File: config.mk
export PLATFORM = sky130hd
export DESIGN_NAME = fetch_stage_flat
export DESIGN_NICKNAME = d
export VERILOG_FILES = /design/src/rtl/fetch_pkg.sv /design/src/rtl/fetch_if.sv /design/src/rtl/fetch_hold_buffer.sv /design/src/rtl/fetch_stage.sv /design/src/flat_wrapper.sv
export SDC_FILE = /design/constraint.sdc
export NUM_CORES = 1
export LEC_CHECK = 0
export BUFFER_PORTS_ARGS = -buffer_cell sky130_fd_sc_hd__buf_4
export CAP_MARGIN = 20
export CORE_UTILIZATION = 45
export CTS_BUF_LIST = sky130_fd_sc_hd__clkbuf_2 sky130_fd_sc_hd__clkbuf_4 sky130_fd_sc_hd__clkbuf_8
export DETAILED_ROUTE_END_ITERATION = 8
export PLACE_DENSITY = 0.71
export SLEW_MARGIN = 0
export SYNTH_ARGS = -nofsm -noshare
export SYNTH_HDL_FRONTEND = slang
export SYNTH_SLANG_ARGS = --single-unit
File: constraint.sdc
create_clock -name clk -period 2.6 [get_ports clk]
set_clock_uncertainty 0.05 [all_clocks]
set_input_delay 0.52 -clock clk [delete_from_list [all_inputs] [get_ports clk]]
set_output_delay 0.52 -clock clk [all_outputs]
set_load 0.02 [all_outputs]
File: src/rtl/fetch_pkg.sv
// Shared types and constants for the instruction fetch stage.
package fetch_pkg;

    typedef enum logic [1:0] {
        FETCH,
        HOLD,
        DRAIN
    } fetch_state_t;

    localparam logic [31:0] NOP_INSTR = 32'h0;
    localparam logic [31:0] PC_INC    = 32'd4;

    function automatic logic [31:0] pc_next(input logic [31:0] pc);
        return pc + PC_INC;
    endfunction

endpackage

File: src/rtl/fetch_if.sv
// Instruction-memory request/ready port used by the fetch stage.
interface fetch_if;

    logic        ImemReq;
    logic [31:0] ImemAddr;
    logic        ImemReady;
    logic [31:0] ImemRdata;

    modport master (
        output ImemReq,
        output ImemAddr,
        input  ImemReady,
        input  ImemRdata
    );

    modport slave (
        input  ImemReq,
        input  ImemAddr,
        output ImemReady,
        output ImemRdata
    );

endinterface

File: src/rtl/fetch_hold_buffer.sv
// Holds the instruction returned while decode is stalled.
module fetch_hold_buffer
    import fetch_pkg::*;
(
    input  logic        clk,
    input  logic        reset,
    input  logic        load,
    input  logic        clear,
    input  logic [31:0] data,
    output logic [31:0] q
);

    always_ff @(posedge clk) begin
        if (reset || clear) begin
            q <= NOP_INSTR;
        end else if (load) begin
            q <= data;
        end
    end

endmodule

File: src/rtl/fetch_stage.sv
// PC owner and instruction fetch FSM with wait-state tolerant memory port.
// Optional FETCH_PERF_CNT_EN adds saturating bubble/redirect counters.
module fetch_stage
    import fetch_pkg::*;
#(
    parameter logic [31:0] RESET_PC = 32'h0000_0000,
    parameter int          PERF_W   = 32
) (
    input  logic        clk,
    input  logic        reset,
    input  logic        StallF,
    input  logic        RedirectE,
    input  logic [31:0] RedirectPCE,
    fetch_if.master     imem,
    output logic [31:0] InstrF,
    output logic [31:0] PCPlus4F,
    output logic        FetchBubbleF
`ifdef FETCH_PERF_CNT_EN
    ,
    output logic [PERF_W-1:0] BubbleCnt,
    output logic [PERF_W-1:0] RedirectCnt
`endif
);

    if (PERF_W < 1) begin : g_perf_w_chk
        $error("PERF_W must be positive");
    end

    fetch_state_t state, state_n;
    logic [31:0]  pc, pc_n;
    logic [31:0]  drain_addr, drain_n;
    logic [31:0]  hold_instr;
    logic         hold_load, hold_clear;

    fetch_hold_buffer u_hold (
        .clk   (clk),
        .reset (reset),
        .load  (hold_load),
        .clear (hold_clear),
        .data  (imem.ImemRdata),
        .q     (hold_instr)
    );

    always_ff @(posedge clk) begin
        if (reset) begin
            state      <= FETCH;
            pc         <= RESET_PC;
            drain_addr <= '0;
        end else begin
            state      <= state_n;
            pc         <= pc_n;
            drain_addr <= drain_n;
        end
    end

    always_comb begin
        state_n       = state;
        pc_n          = pc;
        drain_n       = drain_addr;
        hold_load     = 1'b0;
        hold_clear    = 1'b0;
        imem.ImemReq  = 1'b0;
        imem.ImemAddr = pc;
        InstrF        = NOP_INSTR;
        FetchBubbleF  = 1'b1;
        PCPlus4F      = pc_next(pc);

        unique case (state)
            FETCH: begin
                imem.ImemReq = 1'b1;
                if (RedirectE) begin
                    pc_n = RedirectPCE;
                    // An in-flight request cannot be aborted; retire it in DRAIN.
                    if (!imem.ImemReady) begin
                        drain_n = pc;
                        state_n = DRAIN;
                    end
                end else if (imem.ImemReady) begin
                    InstrF       = imem.ImemRdata;
                    FetchBubbleF = 1'b0;
                    if (StallF) begin
                        hold_load = 1'b1;
                        state_n   = HOLD;
                    end else begin
                        pc_n = pc_next(pc);
                    end
                end
            end
            HOLD: begin
                if (RedirectE) begin
                    hold_clear = 1'b1;
                    pc_n       = RedirectPCE;
                    state_n    = FETCH;
                end else begin
                    InstrF       = hold_instr;
                    FetchBubbleF = 1'b0;
                    if (!StallF) begin
                        pc_n    = pc_next(pc);
                        state_n = FETCH;
                    end
                end
            end
            DRAIN: begin
                imem.ImemReq  = 1'b1;
                imem.ImemAddr = drain_addr;
                if (RedirectE) begin
                    pc_n = RedirectPCE;
                end
                if (imem.ImemReady) begin
                    state_n = FETCH;
                end
            end
            default: begin
                state_n = FETCH;
            end
        endcase

        if (reset) begin
            imem.ImemReq = 1'b0;
            InstrF       = NOP_INSTR;
            PCPlus4F     = '0;
            FetchBubbleF = 1'b1;
        end
    end

`ifdef FETCH_PERF_CNT_EN
    always_ff @(posedge clk) begin
        if (reset) begin
            BubbleCnt   <= '0;
            RedirectCnt <= '0;
        end else begin
            if (FetchBubbleF && !(&BubbleCnt)) begin
                BubbleCnt <= BubbleCnt + PERF_W'(1);
            end
            if (RedirectE && !(&RedirectCnt)) begin
                RedirectCnt <= RedirectCnt + PERF_W'(1);
            end
        end
    end
`endif

endmodule

File: src/flat_wrapper.sv
// flat-port wrapper written by rule: the top's interface ports become plain ports
module fetch_stage_flat import fetch_pkg::*;
#(
    parameter logic [31:0] RESET_PC = 32'h0000_0000,
    parameter int          PERF_W   = 32
)
  (clk, reset, StallF, RedirectE, RedirectPCE, InstrF, PCPlus4F, FetchBubbleF, imem_ImemReq, imem_ImemAddr, imem_ImemReady, imem_ImemRdata);
  fetch_if imem_i ();
  input  logic clk;
  input  logic reset;
  input  logic StallF;
  input  logic RedirectE;
  input  logic [31:0] RedirectPCE;
  output logic [31:0] InstrF;
  output logic [31:0] PCPlus4F;
  output logic FetchBubbleF;
  output wire logic [$bits(imem_i.ImemReq)-1:0] imem_ImemReq;
  output wire logic [$bits(imem_i.ImemAddr)-1:0] imem_ImemAddr;
  input wire logic [$bits(imem_i.ImemReady)-1:0] imem_ImemReady;
  input wire logic [$bits(imem_i.ImemRdata)-1:0] imem_ImemRdata;
  assign imem_ImemReq = imem_i.ImemReq;
  assign imem_ImemAddr = imem_i.ImemAddr;
  assign imem_i.ImemReady = imem_ImemReady;
  assign imem_i.ImemRdata = imem_ImemRdata;
  fetch_stage #(.RESET_PC(RESET_PC), .PERF_W(PERF_W)) u_core (.clk(clk), .reset(reset), .StallF(StallF), .RedirectE(RedirectE), .RedirectPCE(RedirectPCE), .imem(imem_i), .InstrF(InstrF), .PCPlus4F(PCPlus4F), .FetchBubbleF(FetchBubbleF));
endmodule
==> metrics.csv, run 1 <==
stage,metric,value,unit
clocking,cts_buffer_depth,2,
critical_path,crit_type,reg -> out,
power_and_ir_drop,power,3520,µW
logic_synthesis,syn_area,0.00582,mm²
place,place_congestion,0.846,
logic_synthesis,synth.net_count,928,
global_routing,grt_pass1_wl,28.9,mm
die,ios,167,
logic_synthesis,muxShareOfSynthArea,0.903,%
place,dp.cells,1157,
logic_synthesis,synth-xor-area-share,3.76,%
clocking,cts.root.buffer_cell,clkbuf_8,
timing,finalHoldViolCount,0,
logic_synthesis,async_flop_share,0,%
logic_synthesis,syn_inst,858,
die,die_area,0.0134,mm²
critical_path,path_max_fanout,8,
critical_path,worst-endpoint-required,2030,ps
clocking,hold_buffers,0,
route,vias_per_cell,5.53,
clocking,clock-sinks,98,
critical_path,startpoint,u_core.pc[7]$_SDFFE_PP0P_,
clocking,clk_latency,380,ps
clocking,clkSlewWorstSetupHoldPaths,90,ps
global_routing,grt_usage,27.5,%
die,start_util,46.1,%
route,wirelength,18.6,mm
global_routing,grt_pass1_vias,5824,
layout,area_growth_syn_to_layout,36.0,%
logic_synthesis,synth_flop_cell,dfxtp_1,
place,portBuffers,166,
layout,drive_gt1_share,30.3,%
timing,period_minus_slack,2600,ps
critical_path,reg2reg_to,u_core.pc[22]$_SDFFE_PP0P_,
global_routing,grt_antenna_before_repair,0,
critical_path,crit_path_start_kind,register,
timing,totalNegativeSetupSlack,-2.42,ps
run,maxCapViolCount,0,
logic_synthesis,synth_warnings,0,
route,drt_pass1_iterations,5,
logic_synthesis,avgSynthCellArea,6.78,µm²
logic_synthesis,synth_edf_count,0,
clocking,cts_max_level,3,
layout,diodes,0,
place,hpwl,12.4,mm
route,post_drt_wl_per_cell,15.6,µm
die,dieWidth,116,µm
logic_synthesis,seq_area_frac_synth,33.7,%
logic_synthesis,synthAdderAreaFrac,0.215,%
timing,slew_headroom,68.0,%
die,row_count,41,
logic_synthesis,yosysUniqueCellTypes,55,
power_and_ir_drop,p_per_area,445,mW/mm²
power_and_ir_drop,ir_worst_vdd,0.284,mV
timing,timing.final.crit_share,100,%
layout,nNetsFinal,1086,
timing,rsz0062_at_grt,yes,
hold_path,hold_path_class,in -> reg,
critical_path,r2r_cells,7,
timing,tightest_slew,480,ps
critical_path,cp-end-kind,primary output,
critical_path,cp.arrival,2030,ps
global_routing,grt_max_degree,66,
layout,finalNonFillerCells,1192,
route,drc_errors,0,
clocking,cts_tree,yes,
die,core-area,0.0126,mm²
outcome,status,"complete, but fails checks",
timing,fmax,384,MHz
logic_synthesis,synth-simple-area-share,33.5,%
logic_synthesis,synth-compound-area-share,20.5,%
route,vias,6595,
global_routing,grt-ovfl-total,0,
critical_path,timing.rr.start,u_core.state[0]$_SDFFE_PP0P_,
die,die_y,116,µm
timing,finalSetupViolCount,1,
layout,fin_util,62.7,%
route,drtAntennaViolNets,0,
critical_path,critical_path.endpoint,PCPlus4F[31],
route,drt_iter0_drc,489,
timing,setup_ws,-2.42,ps
clocking,cts_inserted_buffers,9,
logic_synthesis,ys_seq_elements,98,
timing,final_max_slew_viol_count,0,
logic_synthesis,synth_top_family_by_area,simple AND/OR/NAND/NOR gates,
outcome,violations,setup timing,
critical_path,rrSetupSlack,490,ps
power_and_ir_drop,p_leak,0.00328,µW
-- worst max-delay path: stages, from the launching register on --
cell     delay [ps]
dfxtp_2         330
and3_4          240
nand4_1         190
buf_6           190
nor4_4          330
xnor2_1         170
nor2_1           60
buf_4           160
-- cell families (layout without fill, tap and decap cells) --
kind of cell / after synthesis / after routing
DFF: 98 / 98
and+or+nand+nor: 440 / 440
muxes: 5 / 5
xor gates and xnor gates: 25 / 25
adders and majority gates: 1 / 1
AOI/OAI and AO/OA: 193 / 193
buffers and inverters: 96 / 258
-- layout by cell type (no fill, tap or decap), types with 8 or more instances in the layout --
master	Yosys	layout
a21oi_1	85	82
a22oi_1	39	39
a31oi_1	12	12
buf_4	5	223
clkbuf_8	0	10
dfxtp_1	98	79
dfxtp_2	0	11
dfxtp_4	0	8
inv_1	8	8
nand2_1	253	252
nand3_1	22	21
nand4_1	11	11
nor2_1	83	82
o21ai_0	24	24
xnor2_1	16	15
xor2_1	9	9
-- Yosys cell counts, types with 6 or more instances --
master	n	area, µm²
a31oi_1	12	75.1
nand2_1	253	950
xnor2_1	16	140
buf_2	20	100
nor4_1	8	50.1
dfxtp_1	98	1960
inv_1	8	30.0
a21oi_1	85	425
nand3_1	22	110
nor2b_1	6	37.5
o21ai_0	24	120
clkbuf_1	53	199
o32ai_1	6	52.6
nor3_1	9	45.0
or4_1	6	45.0
a22oi_1	39	293
and3_1	6	37.5
nor2_1	83	312
nand4_1	11	68.8
or3_1	8	50.1
xor2_1	9	78.8
-- how the worst min path moves through the flow --
stage | start | endpoint | slack [ps] | cells past startpoint
3_5_place_dp | u_core.drain_addr[3]$_SDFFE_PP0P_ | u_core.drain_addr[3]$_SDFFE_PP0P_ | 400 | 2
4_1_cts | RedirectPCE[0] | u_core.pc[0]$_SDFFE_PP0P_ | 310 | 3
2_1_floorplan | u_core.drain_addr[0]$_SDFFE_PP0P_ | u_core.drain_addr[0]$_SDFFE_PP0P_ | 390 | 2
5_1_grt | RedirectPCE[0] | u_core.pc[0]$_SDFFE_PP0P_ | 320 | 3
3_3_place_gp | u_core.drain_addr[21]$_SDFFE_PP0P_ | u_core.drain_addr[21]$_SDFFE_PP0P_ | 390 | 2
6_report | RedirectPCE[1] | u_core.pc[1]$_SDFFE_PP0P_ | 330 | 3
-- repair_timing --
item | 4_1_cts | 5_1_grt
resized for setup | 34 | 32
pin swaps | 4 | 23
setup buffers | 2 | 18
endpoints found under the setup margin | 20 | 16
-- final cells by class --
type	count	area, µm²
Fill cell	1166	4710
Clock buffer	12	153
Tap cell	172	215
Timing Repair Buffer	235	1860
Clock inverter	3	40.0
Multi-Input combinational cell	664	3610
Sequential cell	98	2010
Inverter	8	30.0
-- per-layer routing --
layer | vias up | global-route usage [%] | routed length [µm]
met5 | - | 0 | 0
met4 | 0 | 10.9 | 457
met3 | 33 | 6.28 | 1630
met2 | 300 | 44.2 | 8620
met1 | 3037 | 35.7 | 7930
li1 | 3225 | - | -
-- power by group --
group / internal [µW] / switching, µW / leakage, µW
Sequential: 1570 / 62.7 / 0.000808
Combinational: 375 / 498 / 0.00237
Clock: 485 / 531 / 0.000103
Total: 2430 / 1090 / 0.00328
-- per-stage QoR --
| step | instance area [µm²] | worst slack (ps) | hold slack, ps |
|---|---|---|---|
| after floorplan | 5820 | 94.9 | 387 |
| after global placement | 7350 | 153 | 393 |
| after detailed placement | 7350 | 108 | 397 |
| after CTS | 7660 | 1.42 | 314 |
| after global routing | 7910 | -125 | 321 |
| final | 7910 | -2.42 | 328 |
-- registers in the layout, summed over array words and instances (netlist names) --
signal	count
u_core.pc	32
u_core.drain_addr	32
u_core.u_hold.q	32
u_core.state	2
(Power assumes the default switching activity.)
==> run 2: changes to the inputs <==
--- a/config.mk
+++ b/config.mk
@@ -8,7 +8,7 @@
 export BUFFER_PORTS_ARGS = -buffer_cell sky130_fd_sc_hd__buf_4
 export CAP_MARGIN = 20
 export CORE_UTILIZATION = 45
-export CTS_BUF_LIST = sky130_fd_sc_hd__clkbuf_2 sky130_fd_sc_hd__clkbuf_4 sky130_fd_sc_hd__clkbuf_8
+export CTS_BUF_LIST = sky130_fd_sc_hd__clkbuf_16
 export DETAILED_ROUTE_END_ITERATION = 8
 export PLACE_DENSITY = 0.71
 export SLEW_MARGIN = 0
==> run 2 against run 1 <==
Effect of this change: the flow now finishes without violations; critical endpoint is now PCPlus4F[27]; critical path depth down 1; fmax up 0.60%; design area decreased by 0.68%; global-route usage rose by 0.27 points; combinational power shrank 2%; via count decreased by 1.4%; clock power is 26% higher; sequential cell count unchanged; worst hold slack improved by 34 ps; sequential power is essentially flat; worst setup slack gained 16 ps.
==> metrics.csv, run 2 (synthesis results as in run 1) <==
stage,metric,value,unit
clocking,clkSlewWorstSetupHoldPaths,70,ps
route,drt_pass1_iterations,5,
route,drtAntennaViolNets,0,
timing,period_minus_slack,2590,ps
critical_path,critical_path.endpoint,PCPlus4F[27],
power_and_ir_drop,ir_worst_vdd,0.203,mV
timing,slew_headroom,69.5,%
power_and_ir_drop,p_per_area,481,mW/mm²
timing,tightest_slew,458,ps
die,die_y,116,µm
layout,mostFrequentLayoutCells,"nand2_1, buf_4, dfxtp_1",
layout,nFillCells,1176,
layout,nNetsFinal,1075,
clocking,cts_inserted_buffers,9,
critical_path,reg2reg_to,u_core.pc[31]$_SDFFE_PP0P_,
die,die_area,0.0134,mm²
layout,multiInputGateArea,0.00358,mm²
layout,fin_util,62.3,%
critical_path,path_max_fanout,8,
clocking,cts_tree,yes,
global_routing,grt-ovfl-total,0,
die,ios,167,
clocking,hold_buffers,0,
die,row_count,41,
timing,finalHoldViolCount,0,
critical_path,startpoint,u_core.pc[21]$_SDFFE_PP0P_,
place,hpwl,12.4,mm
global_routing,grt_pass1_wl,29.2,mm
route,vias_per_cell,5.51,
timing,final_max_slew_viol_count,0,
global_routing,grt_antenna_before_repair,0,
global_routing,grt_pass1_vias,5876,
layout,diodes,0,
global_routing,grt_max_degree,66,
outcome,status,finished clean,
layout,final_common_cell,nand2_1,
place,placed_area,0.00735,mm²
hold_path,hold_path_class,in -> reg,
run,maxCapViolCount,0,
critical_path,crit_type,reg -> out,
critical_path,r2r_cells,6,
route,drc_errors,0,
route,vias,6502,
timing,finalSetupViolCount,0,
power_and_ir_drop,p_leak,0.00323,µW
critical_path,cp-end-kind,primary output,
critical_path,timing.rr.start,u_core.state[0]$_SDFFE_PP0P_,
clocking,cts.root.buffer_cell,clkbuf_16,
timing,rsz0062_at_grt,yes,
die,core-area,0.0126,mm²
clocking,clk_latency,350,ps
layout,regArea,0.00199,mm²
die,dieWidth,116,µm
layout,reg_top3,"u_core.drain_addr x32, u_core.pc x32, u_core.u_hold.q x32",
clocking,clock-sinks,98,
critical_path,worst-endpoint-required,2030,ps
timing,timing.final.crit_share,99.5,%
layout,drive_gt1_share,28.6,%
route,wirelength,18.5,mm
timing,fmax,387,MHz
place,place_congestion,0.846,
route,post_drt_wl_per_cell,15.7,µm
critical_path,crit_path_start_kind,register,
die,start_util,46.1,%
clocking,cts_max_level,3,
critical_path,rrSetupSlack,500,ps
layout,area_growth_syn_to_layout,35.0,%
route,drt_iter0_drc,457,
clocking,cts_buffer_depth,2,
layout,final_area,0.00786,mm²
critical_path,cp.arrival,2020,ps
global_routing,grt_usage,27.7,%
place,portBuffers,166,
run 2: critical path, cell delays in order (launching register included):
cell	delay, ps
dfxtp_4	390
nand4_1	180
or2_4	360
nor4_2	310
xnor2_1	190
nor2_1	70
buf_4	170
run 2: worst min-delay path by stage:
stage | from | end | slack (ps) | cells after the start
global placement | u_core.drain_addr[21]$_SDFFE_PP0P_ | u_core.drain_addr[21]$_SDFFE_PP0P_ | 390 | 2
detailed placement | u_core.drain_addr[3]$_SDFFE_PP0P_ | u_core.drain_addr[3]$_SDFFE_PP0P_ | 400 | 2
global route | RedirectPCE[0] | u_core.pc[0]$_SDFFE_PP0P_ | 360 | 3
finish | RedirectPCE[1] | u_core.pc[1]$_SDFFE_PP0P_ | 360 | 3
floorplan | u_core.drain_addr[0]$_SDFFE_PP0P_ | u_core.drain_addr[0]$_SDFFE_PP0P_ | 390 | 2
CTS | RedirectPCE[0] | u_core.pc[0]$_SDFFE_PP0P_ | 360 | 3
run 2: final cells by class:
cell class	instances	area share, %
Timing Repair Buffer	224	22.4
Sequential cell	98	25.3
Multi-Input combinational cell	664	45.6
Clock inverter	6	0.653
Tap cell	172	2.74
Clock buffer	9	2.87
Inverter	8	0.382
run 2: what timing repair did:
| action | in CTS | in global routing |
|---|---|---|
| buffers inserted | 3 | 6 |
| setup endpoints to repair | 16 | 13 |
| cloned | 0 | 0 |
| pin swaps | 3 | 12 |
| resized for setup | 31 | 19 |
run 2: routing by layer:
layer | vias to the layer above | track usage, % | wire length, µm
met5 | - | 0 | 0
li1 | 3208 | - | -
met1 | 2977 | 36.8 | 8020
met2 | 275 | 43.4 | 8420
met3 | 42 | 6.75 | 1580
met4 | 0 | 10.9 | 510
run 2: power by group:
group / internal [µW] / switching, µW / leakage, µW
sequential: 1570 / 64.7 / 0.000805
clock: 727 / 567 / 0.000145
combinational: 364 / 491 / 0.00228
total: 2660 / 1120 / 0.00323
run 2: stage by stage:
stage / hold slack, ps / total power, µW / setup WS (ps) / std cells / setup TNS [ps]
6_report: 362 / 3780 / 13.2 / 1181 / 0
5_1_grt: 361 / 3950 / -98.2 / 1181 / -261
4_1_cts: 355 / 3800 / 0.163 / 1175 / 0
3_5_place_dp: 397 / 2500 / 108 / 1157 / 0
3_3_place_gp: 393 / 2490 / 153 / 1157 / 0
2_1_floorplan: 387 / 2130 / 94.9 / 858 / 0
==> run 3: changes to the inputs <==
--- a/config.mk
+++ b/config.mk
@@ -15,3 +15,4 @@
 export SYNTH_ARGS = -nofsm -noshare
 export SYNTH_HDL_FRONTEND = slang
 export SYNTH_SLANG_ARGS = --single-unit
+export TNS_END_PERCENT = 10
==> constraint.sdc (replaced) <==
create_clock -name clk -period 3.14 [get_ports clk]
set_clock_uncertainty 0.05 [all_clocks]
set_input_delay 0.628 -clock clk [delete_from_list [all_inputs] [get_ports clk]]
set_output_delay 0.628 -clock clk [all_outputs]
set_load 0.02 [all_outputs]
==> run 3 against run 2 <==
Effect of this change: design area down 6.2%; register-to-register slack better by 330 ps; largest cell class unchanged; first-iteration DRC count down 14%; clock power down 17%; sequential cell count unchanged; core utilization down 3.9 points; final cell count down 3.1%; non-clock buffer count down 38; power down 19%; critical endpoint is now PCPlus4F[31].
==> metrics.csv, run 3 (synthesis results as in run 1) <==
stage,metric,value,unit
critical_path,crit_path_start_kind,register,
die,die_area,0.0134,mm²
clocking,clk_latency,350,ps
place,portBuffers,166,
route,post_drt_wl_per_cell,15.4,µm
route,wirelength,17.6,mm
layout,regArea,0.00196,mm²
critical_path,crit_type,reg -> out,
layout,nFillCells,1277,
critical_path,timing.rr.start,u_core.state[0]$_SDFFE_PP0P_,
route,drt_iter0_drc,393,
global_routing,grt_max_degree,120,
critical_path,cp.arrival,2330,ps
layout,reg_top3,"u_core.drain_addr x32, u_core.pc x32, u_core.u_hold.q x32",
timing,final_max_slew_viol_count,0,
layout,nNetsFinal,1037,
die,core-area,0.0126,mm²
timing,period_minus_slack,3010,ps
route,drt_pass1_iterations,6,
timing,fmax,333,MHz
route,drtAntennaViolNets,0,
clocking,clkSlewWorstSetupHoldPaths,70,ps
global_routing,grt_usage,26.2,%
route,vias,6287,
timing,slew_headroom,58.0,%
timing,finalSetupViolCount,0,
timing,timing.final.crit_share,95.7,%
layout,diodes,0,
critical_path,cp-end-kind,primary output,
layout,drive_gt1_share,22.3,%
route,drc_errors,0,
clocking,cts.root.buffer_cell,clkbuf_16,
critical_path,worst-endpoint-required,2460,ps
route,vias_per_cell,5.50,
critical_path,cpPeakStageDelay,540,ps
timing,rsz0062_at_grt,yes,
die,start_util,46.1,%
clocking,cts_inserted_buffers,9,
die,row_count,41,
die,dieWidth,116,µm
layout,final_common_cell,nand2_1,
global_routing,grt_pass1_vias,5542,
critical_path,path_max_fanout,10,
critical_path,cp_cell_sequence,nand4_1 -> or2_1 -> nor4_2 -> xnor2_1 -> nor2_1 -> buf_4,
global_routing,grt-ovfl-total,0,
die,ios,167,
timing,finalHoldViolCount,0,
hold_path,hp-start,u_core.u_hold.q[4]$_SDFFE_PP0P_,
place,hpwl,11.8,mm
timing,totalNegativeSetupSlack,0,ps
power_and_ir_drop,p_per_area,417,mW/mm²
run,maxCapViolCount,0,
global_routing,grt_antenna_before_repair,0,
outcome,status,finished clean,
layout,mostFrequentLayoutCells,"nand2_1, buf_4, dfxtp_1",
die,die_y,116,µm
layout,multiInputGateArea,0.00346,mm²
hold_path,hold_path_class,reg -> reg,
timing,fin_hold_ws,404,ps
clocking,cts_buffer_depth,2,
global_routing,grt_pass1_wl,27.6,mm
critical_path,cp_slowest_cell,dfxtp_1,
place,place_congestion,0.882,
clocking,cts_max_level,3,
layout,area_growth_syn_to_layout,26.6,%
power_and_ir_drop,ir_worst_vdd,0.268,mV
clocking,clock-sinks,98,
timing,tightest_slew,630,ps
power_and_ir_drop,p_leak,0.00295,µW
clocking,cts_tree,yes,
critical_path,startpoint,u_core.pc[20]$_SDFFE_PP0P_,
[run 3: cell count changes in the layout (fill, tap and decap cells not counted), moves of 4 or more]
cell,previous run,this run
dfxtp_1,84,98
dfxtp_2,9,0
dfxtp_4,5,0
buf_4,216,184
buf_12,6,2
[run 3: path summary, 6_finish.rpt]
kind | endpoint | slack [ps] | cells after the start
min reg2reg | u_core.u_hold.q[4]$_SDFFE_PP0P_ | 400 | 2
min | u_core.u_hold.q[4]$_SDFFE_PP0P_ | 400 | 2
max | PCPlus4F[31] | 130 | 6
max reg2reg | u_core.pc[22]$_SDFFE_PP0P_ | 830 | 5
[run 3: report_power, final]
part	internal, µW	switching, µW
sequential	1300	78.2
combinational	261	366
clock	603	466
[run 3: layer usage]
metal  global-route usage, %  part of all wire, %
met2                    41.8                   45
met1                    34.1                   43
met3                    5.60                  8.4
met5                       0                    0
met4                    11.4                  2.8
[run 3: layout make-up]
cell class	count	share of cell area, %
clock inverters	7	0.730
inverters	8	0.408
multi-input cells	664	47.0
repair buffers	186	19.3
flip-flops and latches	98	26.6
clock buffers	9	3.06
well taps	172	2.92
[run 3: what timing repair did]
item,CTS,global route
gates resized for setup,0,3
setup buffers,0,1
hold buffers,0,0
setup endpoints to repair,0,4
[run 3: worst max-delay path, delay by kind of cell (launching register included)]
family,cells,cell delay [ps]
buffers and inverters,1,170
DFF,1,540
xor gates and xnor gates,1,190
and+or+nand+nor,4,1080
[run 3: stage by stage]
step | utilization (%) | setup WS (ps) | power [µW] | cell area, µm² | cells
final | 58.4 | 134 | 3070 | 7370 | 1144
after global placement | 56.1 | 457 | 2020 | 7080 | 1127
after global routing | 58.4 | -11.6 | 3200 | 7370 | 1144
after floorplan | - | 527 | 1770 | 5820 | 858
after detailed placement | 56.1 | 374 | 2030 | 7080 | 1127
after CTS | 58.3 | 0.836 | 3090 | 7360 | 1143
